[config.mk]
export PLATFORM = sky130hd
export DESIGN_NAME = mem_access
export DESIGN_NICKNAME = d
export VERILOG_FILES = /design/src/rtl/mem_access.sv
export SDC_FILE = /design/constraint.sdc
export NUM_CORES = 1
export LEC_CHECK = 0
export ABC_CLOCK_PERIOD_IN_PS = 3150
export CORE_MARGIN = 3
export CORE_UTILIZATION = 45
export DETAILED_ROUTE_END_ITERATION = 6
export PLACE_DENSITY_LB_ADDON = 0.1
export SLEW_MARGIN = 10
export SYNTH_ARGS = -nofsm -noshare
export SYNTH_HDL_FRONTEND = slang
export SYNTH_SLANG_ARGS = --single-unit
export TNS_END_PERCENT = 5
[constraint.sdc]
create_clock -name clk -period 3.15 [get_ports clk]
set_input_delay 0.63 -clock clk [delete_from_list [all_inputs] [get_ports clk]]
set_output_delay 0.63 -clock clk [all_outputs]
set_load 0.005 [all_outputs]
[src/rtl/mem_access.sv]
// mem_access: load/store stage over a req/ack data bus; `MEM_LANE_CHK_EN adds a byte-lane legality check.
// Latency: 1 edge for pass-through, >=2 edges for memory ops; mem_busy stalls upstream while a transfer waits.
module mem_access #(
   parameter int ADDR_W  = 32,
   parameter int TIMEOUT = 0
) (
   input  logic              clk,
   input  logic              rst_n,
   input  logic [4:0]        EX_rd,
   input  logic              EX_rd_vld,
   input  logic [31:0]       EX_x_rd,
   input  logic [31:0]       EX_MEM_addr,
   input  logic [3:0]        EX_MEM_rden,
   input  logic              EX_MEM_rden_SEXT,
   input  logic [3:0]        EX_MEM_wren,
   input  logic [31:0]       EX_MEM_wrdata,
   output logic              dbus_req,
   output logic              dbus_we,
   output logic [ADDR_W-1:0] dbus_addr,
   output logic [3:0]        dbus_be,
   output logic [31:0]       dbus_wdata,
   input  logic              dbus_ack,
   input  logic [31:0]       dbus_rdata,
   output logic              mem_busy,
   output logic [4:0]        MEM_rd,
   output logic              MEM_rd_vld,
   output logic [31:0]       MEM_x_rd,
   output logic              MEM_err
);

   typedef enum logic {S_IDLE, S_WAIT} state_t;

   localparam int CNT_W = (TIMEOUT > 1) ? $clog2(TIMEOUT) : 1;
   localparam logic [CNT_W-1:0] CNT_LAST = (TIMEOUT > 0) ? CNT_W'(TIMEOUT - 1) : '0;

   state_t            state_q, state_d;
   logic              req_q, req_d;
   logic              we_q, we_d;
   logic [ADDR_W-1:0] addr_q, addr_d;
   logic [3:0]        be_q, be_d;
   logic [31:0]       wdata_q, wdata_d;
   logic [4:0]        rd_q, rd_d;
   logic              rd_vld_q, rd_vld_d;
   logic [31:0]       x_rd_q, x_rd_d;
   logic              err_q, err_d;
   logic              pend_vld_q, pend_vld_d;
   logic              sext_q, sext_d;
   logic [CNT_W-1:0]  cnt_q, cnt_d;
   logic              lane_illegal;
   logic              timeout_hit;
   logic              unused_addr_bits;

   assign unused_addr_bits = ^EX_MEM_addr[1:0];

   // Unlisted lane patterns fall back to the masked, unshifted word.
   function automatic logic [31:0] extract(input logic [31:0] rdata, input logic [3:0] lanes,
                                           input logic sext);
      logic [31:0] r;
      r = rdata & {{8{lanes[3]}}, {8{lanes[2]}}, {8{lanes[1]}}, {8{lanes[0]}}};
      case (lanes)
         4'b1111: r = rdata;
         4'b0011: r = {{16{sext & rdata[15]}}, rdata[15:0]};
         4'b1100: r = {{16{sext & rdata[31]}}, rdata[31:16]};
         4'b0001: r = {{24{sext & rdata[7]}},  rdata[7:0]};
         4'b0010: r = {{24{sext & rdata[15]}}, rdata[15:8]};
         4'b0100: r = {{24{sext & rdata[23]}}, rdata[23:16]};
         4'b1000: r = {{24{sext & rdata[31]}}, rdata[31:24]};
         default: ;
      endcase
      return r;
   endfunction

`ifdef MEM_LANE_CHK_EN
   logic [3:0] act_lanes;

   function automatic logic lane_ok(input logic [3:0] l);
      return l inside {4'b0001, 4'b0010, 4'b0100, 4'b1000, 4'b0011, 4'b1100, 4'b1111};
   endfunction

   always_comb begin
      act_lanes    = (EX_MEM_wren != 4'b0) ? EX_MEM_wren : EX_MEM_rden;
      lane_illegal = ((EX_MEM_rden != 4'b0) && (EX_MEM_wren != 4'b0)) ||
                     ((act_lanes != 4'b0) && !lane_ok(act_lanes));
   end
`else
   assign lane_illegal = 1'b0;
`endif

   assign timeout_hit = (TIMEOUT > 0) && (cnt_q == CNT_LAST);

   always_comb begin
      state_d    = state_q;
      req_d      = req_q;
      we_d       = we_q;
      addr_d     = addr_q;
      be_d       = be_q;
      wdata_d    = wdata_q;
      rd_d       = rd_q;
      rd_vld_d   = rd_vld_q;
      x_rd_d     = x_rd_q;
      err_d      = 1'b0;
      pend_vld_d = pend_vld_q;
      sext_d     = sext_q;
      cnt_d      = cnt_q;
      case (state_q)
         S_IDLE: begin
            if (lane_illegal) begin
               err_d    = 1'b1;
               rd_vld_d = 1'b0;
            end else if ((EX_MEM_wren != 4'b0) || (EX_MEM_rden != 4'b0)) begin
               // Store wins when both enables are set.
               we_d       = (EX_MEM_wren != 4'b0);
               be_d       = (EX_MEM_wren != 4'b0) ? EX_MEM_wren : EX_MEM_rden;
               req_d      = 1'b1;
               addr_d     = {EX_MEM_addr[ADDR_W-1:2], 2'b00};
               wdata_d    = EX_MEM_wrdata;
               rd_d       = EX_rd;
               rd_vld_d   = 1'b0;
               pend_vld_d = EX_rd_vld;
               sext_d     = EX_MEM_rden_SEXT;
               cnt_d      = '0;
               state_d    = S_WAIT;
            end else begin
               rd_d     = EX_rd;
               rd_vld_d = EX_rd_vld;
               x_rd_d   = EX_x_rd;
            end
         end
         S_WAIT: begin
            if (dbus_ack) begin
               req_d   = 1'b0;
               cnt_d   = '0;
               state_d = S_IDLE;
               if (!we_q) begin
                  x_rd_d   = extract(dbus_rdata, be_q, sext_q);
                  rd_vld_d = pend_vld_q;
               end else begin
                  rd_vld_d = 1'b0;
               end
            end else if (timeout_hit) begin
               req_d    = 1'b0;
               err_d    = 1'b1;
               rd_vld_d = 1'b0;
               cnt_d    = '0;
               state_d  = S_IDLE;
            end else if (TIMEOUT > 0) begin
               cnt_d = cnt_q + CNT_W'(1);
            end
         end
         default: state_d = S_IDLE;
      endcase
   end

   always_ff @(posedge clk or negedge rst_n) begin
      if (!rst_n) begin
         state_q    <= S_IDLE;
         req_q      <= 1'b0;
         we_q       <= 1'b0;
         addr_q     <= '0;
         be_q       <= 4'b0;
         wdata_q    <= 32'b0;
         rd_q       <= 5'b0;
         rd_vld_q   <= 1'b0;
         x_rd_q     <= 32'b0;
         err_q      <= 1'b0;
         pend_vld_q <= 1'b0;
         sext_q     <= 1'b0;
         cnt_q      <= '0;
      end else begin
         state_q    <= state_d;
         req_q      <= req_d;
         we_q       <= we_d;
         addr_q     <= addr_d;
         be_q       <= be_d;
         wdata_q    <= wdata_d;
         rd_q       <= rd_d;
         rd_vld_q   <= rd_vld_d;
         x_rd_q     <= x_rd_d;
         err_q      <= err_d;
         pend_vld_q <= pend_vld_d;
         sext_q     <= sext_d;
         cnt_q      <= cnt_d;
      end
   end

   assign dbus_req   = req_q;
   assign dbus_we    = we_q;
   assign dbus_addr  = addr_q;
   assign dbus_be    = be_q;
   assign dbus_wdata = wdata_q;
   assign mem_busy   = (state_q == S_WAIT);
   assign MEM_rd     = rd_q;
   assign MEM_rd_vld = rd_vld_q;
   assign MEM_x_rd   = x_rd_q;
   assign MEM_err    = err_q;

endmodule

# Word-level counts from Yosys, hierarchy flattened
# Cells that the tools add are included.
# word_totals
register_bits,109
inputBits,146
output_inout_bits,110
wordCells,50
# classes
eq_ne,11
muxes,16
bitwise,6
reduce_logical,6
# ops
op,count
32-bit one-hot mux with 7 select lines,1
32-bit 2-to-1 mux,3
32-bit one-hot mux with 2 select lines,1
32-bit AND,1
4-bit == test (second input constant),3
4-bit by 2-bit == test with 1-bit output (second input constant),2
2-bit != test (second input constant),4
4-bit nonzero test,2
1-bit 2-to-1 mux,7
1-bit one-hot mux with 2 select lines,3
1-bit AND,4
4-bit by 1-bit == test with 1-bit output (second input constant),1
4-bit by 3-bit == test with 1-bit output (second input constant),1
4-bit 2-to-1 mux,1
2-bit AND reduction,2
3-bit AND reduction,1
1-bit logical OR,1
1-bit NOT,1

# Longest topological paths before layout
# logic_depth
depth_word,5
depth_mapped,7
depth_no_buf,4

# Worst setup path after synthesis
# No wires, ideal clock.
# synth_timing
kind,input port to flip-flop
from,input port EX_MEM_wren[0]
to,"register x_rd_q[7], in the netlist MEM_x_rd[7]"
setup_time_ns,0.125
arrival_time_ns,1.792
t_required_ns,3.025
path_slack_ns,1.233
stages,5
n_path_buf,2
cell_sequence,nor4_2 buf_2 a31o_2 clkbuf_2 mux2_2
# synth_via
elab_chain_len,4
# synth_lines
element,line,text
from (decl),15,"input logic [3:0] EX_MEM_wren,"
4-bit nonzero test,110,end else if ((EX_MEM_wren != 4'b0) || (EX_MEM_rden != 4'b0)) begin
1-bit logical OR,110,
2-bit != test (no line),n/a,
3-bit AND reduction (no line),n/a,
to (signal assigned),178,x_rd_q <= x_rd_d;
to (decl),44,"logic [31:0] x_rd_q, x_rd_d;"
# No other way between the ends.
# A chain may end at the register's enable or synchronous reset.

# Worst setup path after layout
# layout_timing
from,"register be_q[2], in the netlist dbus_be[2]"
to,output port dbus_be[2]
# layout_rtl
element,line,text
from (decl),40,"logic [3:0] be_q, be_d;"
from (signal assigned),160,be_q <= 4'b0;
from (signal assigned),174,be_q <= be_d;
to (decl),20,"output logic [3:0] dbus_be,"
# No word-level cell between the ends.

==> results.md <==
- Status: complete, no violations
- Mapped Avg Cell Area: between 10 and 15 µm²
- Crit. End Element: output port
- Clock Tree Root: clkbuf_16
- CP delay by family, top: flip-flops
- FF-to-FF End: MEM_x_rd[28]$_DFFE_PN0P_
- Crit path cell chain: clkdlybuf4s50_1
- Share of the synthesized area in the top cell type: 50.9%
- Clock-pin transition on the worst setup and hold timing paths: 0.07 ns
- Cts hold-fix bufs: 0
- Final setup fails: 0
- First-pass GRT wire length: 26500 µm
- Std cell rows: 39
- Layout cells sized above 1: roughly 16%
- Core Region: 11500 µm²
- Yosys Warn Count: 0
- Dpl ws: 0.408 ns
- Worst Hold Class: input pin to async pin
- Nets@finish: around 830
- Clk buf depth: 2
- I/O pin total: between 200 and 300
- Area leader, netlist: dfrtp_1
- Post-synth EDFFs: 0
- Initial core utilization: 46.5%
- Ys async rst share: 100%
- Pleak: 3.29 nW
- CP startpoint: dbus_be[2]$_DFFE_PN0P_
- Fin Hold WS: 0.266 ns
- Startpoint Class: flip-flop
- Critical path class: flip-flop to output port
- Routed WL: 17400 µm
- Power density cells: around 910 nW/µm²
- Maximum VDD drop: about 0.00053 V
- Cts repair resizes: 0
- Post-CTS setup-driven buffer insertion count: 0
- DP Wirelength: 13100 µm
- Reg2Reg Setup Slack: a little over 0.6 ns
- Main flop type after synthesis: dfrtp_1
- Largest net degree at the start of global routing: between 40 and 50
- Inserted Clock Buffers: 9
- Max FO, Critical Path: 26
- Clk sink count: 109
- ANT nets after route: 0
- Routed vias/inst: 5.85
- Global-route usage over all layers: between 20% and 30%
- Final worst slack: about 0.60 ns
- Critical path endpoint: dbus_be[2]
- Top cells by area, synth: dfrtp_1 (51%), mux2_2 (14%), a21oi_1 (3.2%)
- Reg2Reg Launch Point: dbus_be[2]$_DFFE_PN0P_
- Yosys reg bits: around 110
- Worst Path Arrival: around 1.9 ns
- Cell area after synthesis: ~5400 µm²
- Max-slew violations: 0
- Routed length per instance: 21.1 µm
- Cell count after synthesis: 450
- Vias in the first global route: ~5000
- Worst Path Required: about 2.5 ns
- Commonest cells post-synth: dfrtp_1 (109), mux2_2 (65), a21oi_1 (34), clkbuf_1 (21)
- Max-Cap Viols: 0
- Hold Fails Final Rpt: 0
- Total number of vias: around 4800
- Netlist cell types: 46
- Chip height: between 100 and 150 µm
- RSZ-0062 raised after global routing: no
- Reg2Reg Depth: 4
- Ant. Diodes: 0
- Buf+Inv Stages, Crit Path: 1
- Syn-to-layout area delta: 52.5%
- Iteration-0 DRC Markers: around 390
- Worst skew pair latency: 0.35 ns
- CP Depth: 1
- Sequential fraction of the synthesis area: 50.9%
- Fin crit period: between 2 and 3 ns
- Port Buffers: between 200 and 300
- Initial antenna violation count: 0
- Die area: about 13000 µm²
- Number of remaining DRC errors: 0
- Critical-path top delay cell: dfrtp_1
- DR pass1 iterations: 6
- Critical path's largest stage delay: about 0.92 ns
- Worst-Margin Slew: between 0.8 and 0.9 ns
- Setup_tns: 0 ns
- Peak Freq: 392 MHz
- Fin crit share: 81.1%
- Relative slew margins: roughly 41%
- Clk_skew: between 0.004 and 0.005 ns
- Die Span X: 115 µm
- Gpl congestion: around 0.86
- Grt ovf: 0
- H-tree depth: 3
- CTS tree: built
- Count leader, synth: dfrtp_1
sequential cells by signal, indices dropped and copies added (netlist names):
register,cells
dbus_addr,30
dbus_req,1
mem_busy,1
MEM_rd,5
MEM_rd_vld,1
dbus_be,4
dbus_we,1
MEM_x_rd,32
dbus_wdata,32
sext_q,1
pend_vld_q,1
cell usage in the layout, fill, tap and decap left out, drive strengths merged, types with 2 or more instances in the layout:
cell / synthesis / routed
inv: 4 / 4
nand4: 2 / 2
o311a: 8 / 8
nor4b: 3 / 3
a21oi: 34 / 34
a21o: 8 / 8
a31oi: 18 / 18
buf: 23 / 13
a22oi: 8 / 8
clkdlybuf4s50: 0 / 249
nor2b: 10 / 10
a21boi: 16 / 16
nand2: 9 / 9
o21ai: 11 / 11
clkinv: 0 / 3
clkbuf: 23 / 11
a221oi: 7 / 7
a41o: 7 / 7
conb: 1 / 3
dfrtp: 109 / 109
and3: 17 / 17
nor2: 17 / 17
mux2: 69 / 69
o32ai: 16 / 16
a211oi: 8 / 8
nor4: 2 / 2
and4bb: 2 / 2
a41oi: 7 / 7
a32oi: 2 / 2
cell families after synthesis:
group,synth area share (%)
buffers and inverters,5.23
multiplexers,14.5
AO/OA/AOI/OAI,21.1
flip-flops,50.9
other,0.0700
AND/OR/NAND/NOR,8.24
stage by stage:
stage                     instance area (µm²)  instances  power, mW  utilization (%)
final                                    8170        825       7.44             71.0
after global routing                     8170        825       7.90             71.0
after CTS                                8170        825       7.50             71.0
after detailed placement                 7900        811       6.38             68.6
after global placement                   7900        811       6.25             68.6
after floorplan                          5370        452       4.44                -
layout make-up:
class | instances | area, µm²
Multi-Input combinational cell | 293 | 2390
Sequential cell | 109 | 2730
Inverter | 4 | 15.0
Clock inverter | 3 | 22.5
Timing Repair Buffer | 262 | 2590
Fill cell | 854 | 3340
Clock buffer | 11 | 253
Tap cell | 143 | 179
per-layer routing:
layer  global-route usage (%)  share of wire [%]  vias to the layer above
met5                        0                  0                        -
met3                     8.16                 10                       35
li1                         -                  -                     2174
met1                     31.1                 38                     2323
met2                     43.0                 49                      293
met4                     9.31                2.6                        0
how the worst min path moves through the flow:
stage                       startpoint                      end  slack, ns  cells after the start
2_1_floorplan                    rst_n    MEM_rd[0]$_DFFE_PN0N_       0.33                      0
3_3_place_gp   MEM_x_rd[5]$_DFFE_PN0P_  MEM_x_rd[5]$_DFFE_PN0P_       0.46                      1
3_5_place_dp   MEM_x_rd[6]$_DFFE_PN0P_  MEM_x_rd[6]$_DFFE_PN0P_       0.47                      1
4_1_cts                          rst_n    MEM_rd[1]$_DFFE_PN0N_       0.29                      1
5_1_grt                          rst_n    MEM_rd[1]$_DFFE_PN0N_       0.30                      1
6_report                         rst_n    MEM_rd[1]$_DFFE_PN0N_       0.27                      1
power by group:
group          switching (mW)  internal (mW)
Combinational            1.48           2.26
Sequential              0.526           2.09
Clock                   0.508          0.573
Total                    2.52           4.92
Note: power is estimated with default switching activity, not from simulation.
